<file path="config.mk">
export PLATFORM = sky130hd
export DESIGN_NAME = addsub_rr_scheduler
export DESIGN_NICKNAME = d
export VERILOG_FILES = /design/src/rtl/addsub_pkg.sv /design/src/rtl/addsub_core.sv /design/src/rtl/addsub_rr_scheduler.sv
export SDC_FILE = /design/constraint.sdc
export NUM_CORES = 1
export LEC_CHECK = 0
export BUFFER_PORTS_ARGS = -buffer_cell sky130_fd_sc_hd__buf_2
export CAP_MARGIN = 10
export CORE_MARGIN = 2
export CORE_UTILIZATION = 45
export CTS_CLUSTER_DIAMETER = 200
export DETAILED_ROUTE_END_ITERATION = 6
export PLACE_DENSITY = 0.8
export SLEW_MARGIN = 20
export SYNTH_ARGS = -nofsm -noshare
export SYNTH_HDL_FRONTEND = slang
export SYNTH_HIERARCHICAL = 1
export SYNTH_SLANG_ARGS = --single-unit
</file>
<file path="constraint.sdc">
create_clock -name clk -period 7.05 [get_ports clk]
set_input_delay 0.705 -clock clk [delete_from_list [all_inputs] [get_ports clk]]
set_output_delay 0.705 -clock clk [all_outputs]
set_load 0.01 [all_outputs]
</file>
<file path="src/rtl/addsub_pkg.sv">
// addsub_pkg: shared mode encodings, FSM state type and the round-robin pick helper for addsub_rr_scheduler.
package addsub_pkg;
  localparam logic MODE_ADD = 1'b0;
  localparam logic MODE_SUB = 1'b1;
  localparam int MAX_REQ = 32;
  typedef enum logic {ST_EMPTY, ST_FULL} state_t;
  function automatic logic [MAX_REQ-1:0] rr_pick(input logic [MAX_REQ-1:0] valid, input int unsigned ptr, input int unsigned n);
    logic [MAX_REQ-1:0] g;
    logic [4:0] idx;
    g = '0;
    for (int unsigned k = 0; k < n; k++) begin
      idx = 5'((ptr + k) % n);
      if (g == '0 && valid[idx]) g[idx] = 1'b1;
    end
    return g;
  endfunction
endpackage

</file>
<file path="src/rtl/addsub_core.sv">
// addsub_core: combinational WIDTH-bit add/sub with carry out; ovf output present when ADDSUB_OVF_EN is defined.
module addsub_core
  import addsub_pkg::*;
#(
  parameter int WIDTH = 4
) (
  input  logic [WIDTH-1:0] a,
  input  logic [WIDTH-1:0] b,
  input  logic             mode,
  output logic [WIDTH-1:0] sum,
  output logic             carry
`ifdef ADDSUB_OVF_EN
  ,
  output logic             ovf
`endif
);
  logic             w_sub;
  logic [WIDTH-1:0] w_bx;
  assign w_sub = (mode == MODE_SUB);
  assign w_bx = b ^ {WIDTH{w_sub}};
  assign {carry, sum} = {1'b0, a} + {1'b0, w_bx} + {{WIDTH{1'b0}}, w_sub};
`ifdef ADDSUB_OVF_EN
  // carry into the MSB recovered from the MSB sum bit
  assign ovf = (a[WIDTH-1] ^ w_bx[WIDTH-1] ^ sum[WIDTH-1]) ^ carry;
`endif
endmodule

</file>
<file path="src/rtl/addsub_rr_scheduler.sv">
// addsub_rr_scheduler: round-robin shares one add/sub core among N_REQ requesters, one-entry result register.
// Optional rsp_ovf output is enabled by defining ADDSUB_OVF_EN.
module addsub_rr_scheduler
  import addsub_pkg::*;
#(
  parameter int N_REQ = 4,
  parameter int WIDTH = 4
) (
  input  logic                     clk,
  input  logic                     rst,
  input  logic [N_REQ-1:0]         req_valid,
  output logic [N_REQ-1:0]         req_ready,
  input  logic [N_REQ*WIDTH-1:0]   req_a,
  input  logic [N_REQ*WIDTH-1:0]   req_b,
  input  logic [N_REQ-1:0]         req_mode,
  output logic                     rsp_valid,
  input  logic                     rsp_ready,
  output logic [WIDTH-1:0]         rsp_sum,
  output logic                     rsp_carry,
  output logic [$clog2(N_REQ)-1:0] rsp_id
`ifdef ADDSUB_OVF_EN
  ,
  output logic                     rsp_ovf
`endif
);
  localparam int IDW = $clog2(N_REQ);
  state_t           r_state, w_next;
  logic [IDW-1:0]   r_ptr, w_idx, w_ptr_nxt;
  logic [N_REQ-1:0] w_pick, w_grant;
  logic             w_can_accept, w_fire, w_mode, w_carry;
  logic [WIDTH-1:0] w_a, w_b, w_sum;
`ifdef ADDSUB_OVF_EN
  logic             w_ovf;
`endif
  assign w_can_accept = (r_state == ST_EMPTY) | rsp_ready;
  assign w_pick = N_REQ'(rr_pick(MAX_REQ'(req_valid), 32'(r_ptr), N_REQ));
  assign w_grant = w_can_accept ? w_pick : '0;
  assign w_fire = |w_grant;
  always_comb begin
    w_idx = '0;
    for (int i = 0; i < N_REQ; i++) if (w_grant[i]) w_idx = IDW'(i);
  end
  assign w_ptr_nxt = (w_idx == IDW'(N_REQ - 1)) ? '0 : w_idx + 1'b1;
  assign w_a = req_a[w_idx*WIDTH +: WIDTH];
  assign w_b = req_b[w_idx*WIDTH +: WIDTH];
  assign w_mode = req_mode[w_idx];
  addsub_core #(.WIDTH(WIDTH)) u_core (
    .a(w_a),
    .b(w_b),
    .mode(w_mode),
    .sum(w_sum),
    .carry(w_carry)
`ifdef ADDSUB_OVF_EN
    ,
    .ovf(w_ovf)
`endif
  );
  always_ff @(posedge clk) begin
    if (rst) r_state <= ST_EMPTY;
    else r_state <= w_next;
  end
  // a pop with a simultaneous grant keeps the register full (no bubble)
  always_comb begin
    w_next = (r_state == ST_EMPTY) ? (w_fire ? ST_FULL : ST_EMPTY)
                                   : ((rsp_ready && !w_fire) ? ST_EMPTY : ST_FULL);
  end
  always_comb begin
    req_ready = w_grant;
    rsp_valid = (r_state == ST_FULL);
  end
  always_ff @(posedge clk) begin
    if (rst) begin
      r_ptr     <= '0;
      rsp_sum   <= '0;
      rsp_carry <= 1'b0;
      rsp_id    <= '0;
`ifdef ADDSUB_OVF_EN
      rsp_ovf   <= 1'b0;
`endif
    end else if (w_fire) begin
      r_ptr     <= w_ptr_nxt;
      rsp_sum   <= w_sum;
      rsp_carry <= w_carry;
      rsp_id    <= w_idx;
`ifdef ADDSUB_OVF_EN
      rsp_ovf   <= w_ovf;
`endif
    end
  end
endmodule

</file>
==> impl_metrics.toml <==
[status]
outcome = "finished, final reports clean"

[worst_setup_path]
cpLargestDelayFamily = "compound AO/OA/AOI/OAI gates"
worst_ep_arrival_time_ps = 5630
worst_ep_required_time_ps = 7260
critical_path_class = "flip-flop to flip-flop"
timing.critical_path.slowest_stage_cell = "o21a_1"
critPathMaxStageDelay_ps = 700
path_buf_inv = 1
cp_max_fo = 19
crit_chain = "inv_1, ha_1, mux4_2, a21boi_2, a22oi_2, a21bo_2, nor3_2, o21a_1, o22ai_1, a22oi_2, xor2_1, ha_1, nor4b_1, a31oi_1, nand4_1, mux2i_1, nor2_1"
cp-start-kind = "flip-flop"
critical_path.endpoint_type = "flip-flop"
r2r_start = "r_ptr[0]$_SDFFE_PP0P_"
start_point_of_the_critical_path = "r_ptr[0]$_SDFFE_PP0P_"

[clock_tree]
cts_hold_buf = 0
tritoncts = "yes"
h-tree-depth = 1
clockBufferDepth = 2
total_clock_buffers_created_by_cts = 3
clock_sinks = 10
path_clk_slew_ps = 80
ctsResizeCount = 0
insertion_delay_ps = 270
cts-root-buf = "clkbuf_4"
postCtsSetupBuffers = 0

[synth]
synth_top_flop_cell = "dfxtp_1"
ys.warnings.count = 6
syn_inst = 165
synth_sequential_area_ratio_pct = 13.26
synthesis.nets = 220
ys_seq_elements = 10
post_synth_main_area_contributors = "dfxtp_1 (13%), mux2i_1 (9.9%), ha_1 (9.1%)"
synth-edff-count = 0
yosysTopAreaCellShare_pct = 13.26
synth.avg_cell_area_um2 = 9.153
synth_cell_type_count = 59
synth.cell_area_um2 = 1510
yosys.area.top_type = "dfxtp_1"
async_reset_ff_share_pct = 0

[global_route]
via_count_of_the_first_global_routing_pass = 1348
grt_max_degree = 20
antenna_found_initial = 0
wire_length_of_the_first_global_routing_pass_mm = 5.733
grtUsageTotal_pct = 19.98
grt.overflow.total = 0

[timing]
final-max-slew-violation-count = 0
finalSetupTns_ps = 0
fin_hold_ws_ps = 509.1
max_freq_ghz = 0.1846
tightest_slew_ps = 822.7
report.final.setup_viol = 0
post-route-min-period_ps = 5418
finalHoldViolations = 0
skew_ps = 7.974
final.period_utilization_pct = 76.86
max_slew_margin_pct = 45.16
grt_setup_unrepaired = "no"

[detailed_routing]
drt_iter0_markers = 50
met2_length_mm = 1.761
top_layer = "met4"
met3_wirelength_um = 248
wl_mm = 3.787
num_vias = 1556
wl_per_cell_um = 14.45
drt_first_pass_iters = 4
final_antenna_net_count = 0
drc = 0
detail_route.vias_per_cell = 5.939
routedLengthMet1_mm = 1.656

[placed_design]
detailed_place_hpwl_mm = 2.969
placedCellCount = 258
io_buffer_count = 54
finalWeightedCongestion = 0.9003

[floorplan]
die_width_um = 61.93
floorplan.rows = 21
design.core.area_um2 = 3284
die_area_um2 = 3835
design.portCount = 55
die_h_um = 61.93
initial_core_util_pct = 45.98

[layout]
antenna-diode-count = 0
finish.utilization_pct = 55.16
post_route_cells_drive_above_1_share_pct = 38.43
fin_nets = 272
layout.cells.non_filler = 262
syn_to_final_growth_pct = 19.97
multi_input_area_um2 = 1229
register_area_um2 = 200.2
fill_cells = 313

[min_path]
hp-class = "flip-flop to flip-flop"
min_delay_startpoint = "rsp_carry$_SDFFE_PP0P_"

[run]
max_cap_viol_count = 0
[sequential cells by signal, indices dropped and copies added (netlist names)]
register and cells:
r_ptr 2, rsp_carry 1, rsp_id 2, rsp_sum 4, rsp_valid 1
[stage by stage]
stage / setup slack, ps / instance area, µm²
6_report: 1632 / 1812
5_1_grt: 1375 / 1812
4_1_cts: 1717 / 1812
3_5_place_dp: 1730 / 1775
3_3_place_gp: 1886 / 1775
2_1_floorplan: 2534 / 1510
[final cells by class]
cell class	count	share of cell area, %
well taps	46	3.177
multi-input cells	143	67.82
repair buffers	54	14.92
flip-flops and latches	10	11.05
inverters	5	1.036
clock buffers	4	2.003
[cell usage in the layout (no fill, tap or decap), types with 6 or more instances in the layout]
cell      n
a21oi_1   6
nand2_1   9
buf_2    54
mux2i_1  15
nor2_1    8
o22ai_1   9
dfxtp_1  10
a22oi_2  10
ha_1     11
[logic make-up after synthesis]
logic type	Yosys count	synth area share, %
compound gates	55	31.48
xor+xnor	5	2.900
fa+ha+maj	12	10.44
buf+inv	12	5.385
flops	10	13.26
mux	20	16.15
simple gates	51	20.38
[synthesized netlist by cell type (3+ instances only)]
library cell,n
and2_1,5
nand4_1,5
mux2i_1,15
a21oi_1,6
mux4_2,3
a22oi_2,10
inv_1,5
ha_1,11
nand2_1,9
o22ai_1,9
nor2_1,8
dfxtp_1,10
xor2_1,5
[layer usage]
layer | vias up | global-route usage (%)
met4 | 0 | 10.33
li1 | 753 | -
met1 | 708 | 24.65
met3 | 14 | 3.520
met5 | - | 0
met2 | 81 | 33.23
[worst reg2reg max path: stages, from the launching register on]
cell      delay, ps
dfxtp_1         630
inv_1           240
ha_1            390
mux4_2          560
a21boi_2        200
a22oi_2         140
a21bo_2         280
nor3_2          280
o21a_1          700
o22ai_1         180
a22oi_2         360
xor2_1          350
ha_1            320
nor4b_1         380
a31oi_1          90
nand4_1         100
mux2i_1          70
nor2_1           90
[worst paths after layout]
| check | slack (ps) | to | cells past startpoint |
|---|---|---|---|
| min reg2reg | 510 | rsp_carry$_SDFFE_PP0P_ | 2 |
| max reg2reg | 1630 | rsp_sum[3]$_SDFFE_PP0P_ | 17 |
| min | 510 | rsp_carry$_SDFFE_PP0P_ | 2 |
| max | 1630 | rsp_sum[3]$_SDFFE_PP0P_ | 17 |
Power is not shown: default switching activity piles up to over one toggle a cycle in this logic, so the estimate is an artifact.
